## src/rtl/reg_mask_encoder.sv

```systemverilog
// reg_mask_encoder
// Serialises a 32-bit register mask into the 5-bit indices of its set bits,
// lowest first, one index per idx_valid/idx_ready handshake.
//
// Parameters:
//   SKIP_R0    - when nonzero, mask bit 0 is dropped at load (r0 is hardwired zero)
// Ports:
//   clock      - clock, rising edge
//   reset_n    - asynchronous active-low reset
//   load_valid - a new mask is offered
//   load_mask  - mask offered, bit i requests register i
//   load_ready - block can accept a mask (IDLE)
//   idx_valid  - idx_out/idx_onehot hold a valid index (SCAN)
//   idx_out    - index of lowest set bit of the remaining mask
//   idx_onehot - one-hot form of idx_out, zero when idx_valid=0
//   idx_ready  - consumer accepts idx_out this cycle
//   done       - one-cycle pulse after the mask has been fully emitted
//   busy       - high while scanning
//   count      - indices emitted for the current or most recent mask
module reg_mask_encoder #(
    parameter int unsigned SKIP_R0 = 1
) (
    input  logic        clock,
    input  logic        reset_n,
    input  logic        load_valid,
    input  logic [31:0] load_mask,
    output logic        load_ready,
    output logic        idx_valid,
    output logic [4:0]  idx_out,
    output logic [31:0] idx_onehot,
    input  logic        idx_ready,
    output logic        done,
    output logic        busy,
    output logic [5:0]  count
);

    localparam int unsigned MASK_W  = 32;
    localparam int unsigned IDX_W   = 5;
    localparam int unsigned COUNT_W = 6;

    // Bits kept from load_mask at load time.
    localparam logic [MASK_W-1:0] LOAD_KEEP =
        (SKIP_R0 != 0) ? 32'hFFFF_FFFE : 32'hFFFF_FFFF;

    typedef enum logic {
        IDLE = 1'b0,
        SCAN = 1'b1
    } state_t;

    state_t              state;
    logic [MASK_W-1:0]   remaining;
    logic [COUNT_W-1:0]  count_q;
    logic                done_q;

    logic [MASK_W-1:0]   eff_mask_c;
    logic [MASK_W-1:0]   lowest_c;
    logic [MASK_W-1:0]   cleared_c;
    logic [IDX_W-1:0]    enc_c;
    logic                handshake_c;

    // Effective mask and lowest-set-bit isolation of the remaining mask.
    always_comb begin
        eff_mask_c  = load_mask & LOAD_KEEP;
        lowest_c    = remaining & (~remaining + MASK_W'(1));
        cleared_c   = remaining & ~lowest_c;
        handshake_c = (state == SCAN) && idx_ready;
    end

    // Priority encode: scanning downward lets the lowest set bit win.
    always_comb begin
        enc_c = '0;
        for (int i = MASK_W - 1; i >= 0; i--) begin
            if (remaining[i]) begin
                enc_c = IDX_W'(i);
            end
        end
    end

    // Control FSM plus the remaining-mask, count and done registers.
    always_ff @(posedge clock or negedge reset_n) begin
        if (!reset_n) begin
            state     <= IDLE;
            remaining <= '0;
            count_q   <= '0;
            done_q    <= 1'b0;
        end else begin
            done_q <= 1'b0;
            case (state)
                IDLE: begin
                    if (load_valid) begin
                        remaining <= eff_mask_c;
                        count_q   <= '0;
                        // An empty effective mask finishes without scanning.
                        if (eff_mask_c == '0) begin
                            done_q <= 1'b1;
                        end else begin
                            state <= SCAN;
                        end
                    end
                end
                SCAN: begin
                    if (handshake_c) begin
                        remaining <= cleared_c;
                        count_q   <= count_q + COUNT_W'(1);
                        if (cleared_c == '0) begin
                            state  <= IDLE;
                            done_q <= 1'b1;
                        end
                    end
                end
                default: begin
                    state <= IDLE;
                end
            endcase
        end
    end

    // Outputs are decodes of registered state only.
    always_comb begin
        load_ready = (state == IDLE);
        busy       = (state == SCAN);
        idx_valid  = (state == SCAN);
        idx_out    = (state == SCAN) ? enc_c : '0;
        idx_onehot = (state == SCAN) ? lowest_c : '0;
        done       = done_q;
        count      = count_q;
    end

endmodule

```

## config.mk

```make
export PLATFORM = sky130hd
export DESIGN_NAME = reg_mask_encoder
export DESIGN_NICKNAME = d
export VERILOG_FILES = /design/src/rtl/reg_mask_encoder.sv
export SDC_FILE = /design/constraint.sdc
export NUM_CORES = 1
export LEC_CHECK = 0
export CAP_MARGIN = 25
export CORE_MARGIN = 2
export CORE_UTILIZATION = 44
export CTS_CLUSTER_SIZE = 10
export DETAILED_ROUTE_END_ITERATION = 8
export PLACE_DENSITY = 0.78
export SLEW_MARGIN = 20
export SYNTH_ARGS = -nofsm -noshare
export SYNTH_HDL_FRONTEND = slang
export SYNTH_SLANG_ARGS = --single-unit
export TNS_END_PERCENT = 10
```

## constraint.sdc

```tcl
create_clock -name clock -period 2.4 [get_ports clock]
set_input_delay 0.48 -clock clock [delete_from_list [all_inputs] [get_ports clock]]
set_output_delay 0.48 -clock clock [all_outputs]
set_load 0.02 [all_outputs]
```

== Yosys cells after proc, flatten, opt, wreduce, memory -nomap -nowiden ==
Cells that the tools add are included.

* Bits in registers: 40
* Input bits: 36
* Output and inout port bits: 47
* Word-level logic and storage cells: 67

* $add $sub $neg: 2
* Equality and inequality tests: 2
* Multiplexer cells: 50
* Bitwise operators: 5
* Reductions and logical operators: 4

{| class="wikitable"
|+ Operators by type and width
! cell !! count
|-
| $mux 5 || 33
|-
| $mux 32 || 3
|-
| $and 32x32->32 || 2
|-
| $logic_not 32->1 || 2
|-
| $not 32->32 || 2
|-
| $pmux 32 s2 || 1
|-
| $add 32x1->32 const B || 1
|-
| $mux 6 || 2
|-
| $pmux 6 s2 || 1
|-
| $mux 1 || 8
|-
| $add 6x1->6 const B || 1
|-
| $pmux 1 s2 || 2
|-
| $ne 2x1->1 const B || 1
|-
| $ne 2x2->1 const B || 1
|-
| $reduce_and 2->1 || 1
|-
| $logic_and 1x1->1 || 1
|-
| $not 1->1 || 1
|}

== Longest topological paths before layout ==
* Word-level depth: 33
* Gate-level depth with buffers: 9

== Worst setup path after synthesis ==
No wires, ideal clock.

* Kind: reg-to-output
* Start: reg remaining[1]
* End: out idx_onehot[13]
* Data arrival time: 2308 ps
* Required time: 1920 ps
* Slack: -388 ps
* Stages on the path, launching flop included: 7
* Buffers on the path: 2
* Cells stage by stage: dfrtp_1 > clkbuf_1 > or3_1 > buf_4 > nor4_1 > nand3_1 > nor4b_1

* Longest elaborated chain between the ends: 4

{| class="wikitable"
|+ RTL lines
! item !! RTL line !! text
|-
| start: declaration || 51 || <nowiki>logic [MASK_W-1:0] remaining;</nowiki>
|-
| start signal: assignment || 91 || <nowiki>remaining <= eff_mask_c;</nowiki>
|-
| start signal: assignment || 103 || <nowiki>remaining <= cleared_c;</nowiki>
|-
| $not 32->32 || 64 || <nowiki>lowest_c = remaining & (~remaining + MASK_W'(1));</nowiki>
|-
| $add 32x1->32 || 64 ||
|-
| $and 32x32->32 || 64 ||
|-
| $mux 32 || 124 || <nowiki>idx_onehot = (state == SCAN) ? lowest_c : '0;</nowiki>
|-
| end: declaration || 30 || <nowiki>output logic [31:0] idx_onehot,</nowiki>
|}

No other way between the ends.

== Worst setup path in the final report ==
* Start: reg remaining[8]
* End: out idx_onehot[29]

Same word-level chain as after synthesis.

==> reports/results.ini <==
[status]
outcome=complete, but fails checks
failed_checks=negative setup slack

[pwr]
pwr-share-clk=0.094
irDropWorstVdd_v=0.0006593
totalPowerFinal_mw=5.134
internal_power_mw=2.702
p_leak_nw=2.236
p_seq_frac=0.205
switchingPower_mw=2.432
combPwrFrac=0.702
sw_frac_of_total=0.4737
total_power_divided_by_cell_area_nw_per_um2=1068

[timing]
fin_hold_ws_ns=0.1351
max_clock_freq_mhz=353.2
fin_ws_ns=-0.4316
tightestPinTransition_ns=0.5898
finalSetupViolations=30
fin_setup_tns_ns=-8.317
period_minus_slack_ns=2.832
timing_max_transition_violations_final=0
hold_violations=0
relSlewSlack=0.6032
finalClockSkew_ns=0.009741
finalCritPeriodShare=1.180
rsz0062_at_grt=true

[synthesis]
netlist.top_cell.by_area=sky130_fd_sc_hd__dfrtp_1
synthesis.nets=411
ys_async_sr_fraction=1.000
synth.ff_latch_count=39
synth_largest_type_area_fraction=0.3365
yosysWarnings=0
yosysSeqAreaShare=0.3365
synthTopCellsByArea=sky130_fd_sc_hd__dfrtp_1 (34%), sky130_fd_sc_hd__mux2i_1 (6.2%), sky130_fd_sc_hd__o21ai_0 (5.5%)
syn_avg_cell_area_um2=7.755
post_synth_inst_count=374
synth_enable_flop_cells=0
syn-cell-area_um2=2900
primary_ff_master_synth=sky130_fd_sc_hd__dfrtp_1
netlist-cell-type-count=58

[critical_path]
worst_path_required_time_ns=1.92
worst-endpoint-arrival_ns=2.35
startpoint_type=flip-flop
worst-path-max-fanout=5
path_class=flip-flop to output port
cp-end-kind=output port

[routing]
count_of_unresolved_drc_violations_after_routing=0
num_vias=3860
post_drt_via_cell_ratio=6.349
detail-route-antenna-nets=0
dr.pass1.iters=6
detail_route.wirelength_mm=12.16
drt_iter0_markers=312
post_drt_wl_per_cell_um=20.00

[floorplan]
design.die.area_um2=7257
initial_utilization=0.4567
fp-row-count=29
placeableCoreArea_um2=6350
design.portCount=83
chipWidth_um=85.19
die_h_um=85.19

[global_route]
global_route.usage.total=0.3290
grt_remaining_overflow=0
first_global_vias=3849
grt_max_degree=40
antenna_found_initial=0
grt_pass1_wl_mm=18.85

[run]
drv.max_cap_violation_count=0

[final_layout]
areaGrowthSynthToFinish_pct=65.79
post-route-util=0.7572
num-nets-final=567
n_antenna_cell=0
drive_gt1_frac=0.3653

[clocking]
cts_tree=yes
post_cts_hold_buffer_count=0
cts_htree_levels=2
ctsRootBufferMaster=sky130_fd_sc_hd__clkbuf_8
path_clk_slew_ns=0.09
cts.path.max_buffers=2
tritoncts_num_sinks=39
clk_latency_ns=0.31
cts_inserted_buffers=5

[hold_path]
worstHoldPathType=primary input to async pin

[place]
post-dp-hpwl_mm=8.500
port-buffer-count=80
finalWeightedCongestion=0.9856
pre_cts_slack_ns=-0.5823

logic make-up (layout without fill, tap and decap cells):
| family | count (synthesis) | after routing | share of synthesized area |
|---|---|---|---|
| muxes | 18 | 18 | 0.06212 |
| AOI/OAI and AO/OA | 95 | 95 | 0.2079 |
| buffers and inverters | 44 | 201 | 0.06471 |
| other | 1 | 1 | 0.001293 |
| xor gates and xnor gates | 1 | 1 | 0.003020 |
| DFF | 39 | 39 | 0.3365 |
| adders and majority gates | 2 | 2 | 0.007765 |
| and+or+nand+nor | 174 | 174 | 0.3167 |
layer usage:
layer / global-route usage / vias up / share of wire
met2: 0.5540 / 266 / 0.46
li1: - / 1703 / -
met1: 0.4158 / 1828 / 0.39
met3: 0.05447 / 63 / 0.089
met4: 0.1443 / 0 / 0.054
met5: 0 / - / 0
path summary, 6_finish.rpt:
| kind | from | endpoint | cells after the start | slack (ns) |
|---|---|---|---|---|
| setup / recovery | remaining[8] | idx_onehot[29] | 6 | -0.43 |
| hold / removal | reset_n | remaining[19] | 1 | 0.14 |
| setup reg to reg | remaining[10] | busy | 11 | -0.33 |
| hold reg to reg | count[5] | count[5] | 1 | 0.49 |
| max in group asynchronous | reset_n | busy | 2 | 1.77 |
| min in group clock | count[5] | count[5] | 1 | 0.49 |
cell usage after synthesis (3+ instances only):
cell,instances
sky130_fd_sc_hd__and4_1,3
sky130_fd_sc_hd__a221oi_1,3
sky130_fd_sc_hd__and3_1,16
sky130_fd_sc_hd__o211ai_1,5
sky130_fd_sc_hd__a31oi_1,6
sky130_fd_sc_hd__nor4_1,19
sky130_fd_sc_hd__o21ai_0,32
sky130_fd_sc_hd__clkbuf_1,25
sky130_fd_sc_hd__dfrtp_1,39
sky130_fd_sc_hd__nor3_1,16
sky130_fd_sc_hd__and2_1,5
sky130_fd_sc_hd__a22oi_1,3
sky130_fd_sc_hd__buf_4,3
sky130_fd_sc_hd__a21oi_1,21
sky130_fd_sc_hd__nand4_1,6
sky130_fd_sc_hd__or3_1,4
sky130_fd_sc_hd__nand2_1,35
sky130_fd_sc_hd__or4_1,3
sky130_fd_sc_hd__o31ai_1,4
sky130_fd_sc_hd__mux2i_1,18
sky130_fd_sc_hd__inv_1,11
sky130_fd_sc_hd__nor2_1,40
sky130_fd_sc_hd__nand3_1,12
cell type report:
type	count	area [um2]
fillers	477	1541
flip-flops and latches	39	977.2
clock buffers	5	68.82
inverters	11	41.29
well taps	77	96.34
multi-input cells	291	2037
repair buffers	182	1563
clock inverters	3	25.02
critical path, stage by stage, from the launching register on:
cell and delay (ns):
sky130_fd_sc_hd__dfrtp_1 0.38, sky130_fd_sc_hd__or4_4 0.56, sky130_fd_sc_hd__nor4_4 0.38, sky130_fd_sc_hd__nand3_2 0.22
sky130_fd_sc_hd__nor2_2 0.19, sky130_fd_sc_hd__and3_2 0.20, sky130_fd_sc_hd__buf_6 0.11
state kept, by name, summed over array words and instances (netlist names):
| signal | cells |
|---|---|
| remaining | 31 |
| count | 6 |
| busy | 1 |
| done | 1 |
stage by stage:
stage | instances | area, um2
2_1_floorplan | 374 | 2948
3_3_place_gp | 591 | 4394
3_5_place_dp | 591 | 4394
4_1_cts | 606 | 4705
5_1_grt | 608 | 4808
6_report | 608 | 4808
power by group through the flow:
| stage | logic, mW | registers, mW | clock network [mW] |
|---|---|---|---|
| 2_1_floorplan | 1.56 | 1.06 | 0 |
| 3_3_place_gp | 3.06 | 1.01 | 0 |
| 3_5_place_dp | 3.11 | 1.03 | 0 |
| 4_1_cts | 3.37 | 1.04 | 0.482 |
| 5_1_grt | 3.80 | 1.07 | 0.507 |
| 6_report | 3.60 | 1.05 | 0.481 |
placed cells by master (no fill, tap or decap), types with 3 or more instances in the layout:
cell type                         Yosys  layout
sky130_fd_sc_hd__nand4_1              6       6
sky130_fd_sc_hd__a21oi_1             21      21
sky130_fd_sc_hd__nand2_1             35      33
sky130_fd_sc_hd__nor4_4               1       8
sky130_fd_sc_hd__nor3_1              16       9
sky130_fd_sc_hd__buf_4                3     109
sky130_fd_sc_hd__nor3_4               0       4
sky130_fd_sc_hd__and2_1               5       4
sky130_fd_sc_hd__or3_4                0       3
sky130_fd_sc_hd__or4_4                2       3
sky130_fd_sc_hd__buf_6                1      14
sky130_fd_sc_hd__a31oi_1              6       6
sky130_fd_sc_hd__and3_1              16      11
sky130_fd_sc_hd__dfrtp_1             39      38
sky130_fd_sc_hd__a221oi_1             3       3
sky130_fd_sc_hd__and4_1               3       3
sky130_fd_sc_hd__nor2_2               0       3
sky130_fd_sc_hd__inv_1               11      11
sky130_fd_sc_hd__o211ai_1             5       5
sky130_fd_sc_hd__o31ai_1              4       3
sky130_fd_sc_hd__o21ai_0             32      30
sky130_fd_sc_hd__clkbuf_8             0       5
sky130_fd_sc_hd__buf_2                2       7
sky130_fd_sc_hd__mux2i_1             18      18
sky130_fd_sc_hd__and3_4               0       4
sky130_fd_sc_hd__nor4_1              19      10
sky130_fd_sc_hd__nand3_1             12      11
sky130_fd_sc_hd__a22oi_1              3       3
sky130_fd_sc_hd__clkdlybuf4s50_1      0      43
sky130_fd_sc_hd__nor2_1              40      35
sky130_fd_sc_hd__nor3_2               1       4
sky130_fd_sc_hd__dlymetal6s2s_1       0       3
what timing repair did:
item | CTS | global route
pin swaps | 19 | 6
endpoints found under the setup margin | 38 | 37
hold endpoints to repair | 0 | 0
gates resized for setup | 194 | 27
buffers inserted | 7 | 1
Power figures use the tool's default switching activity.
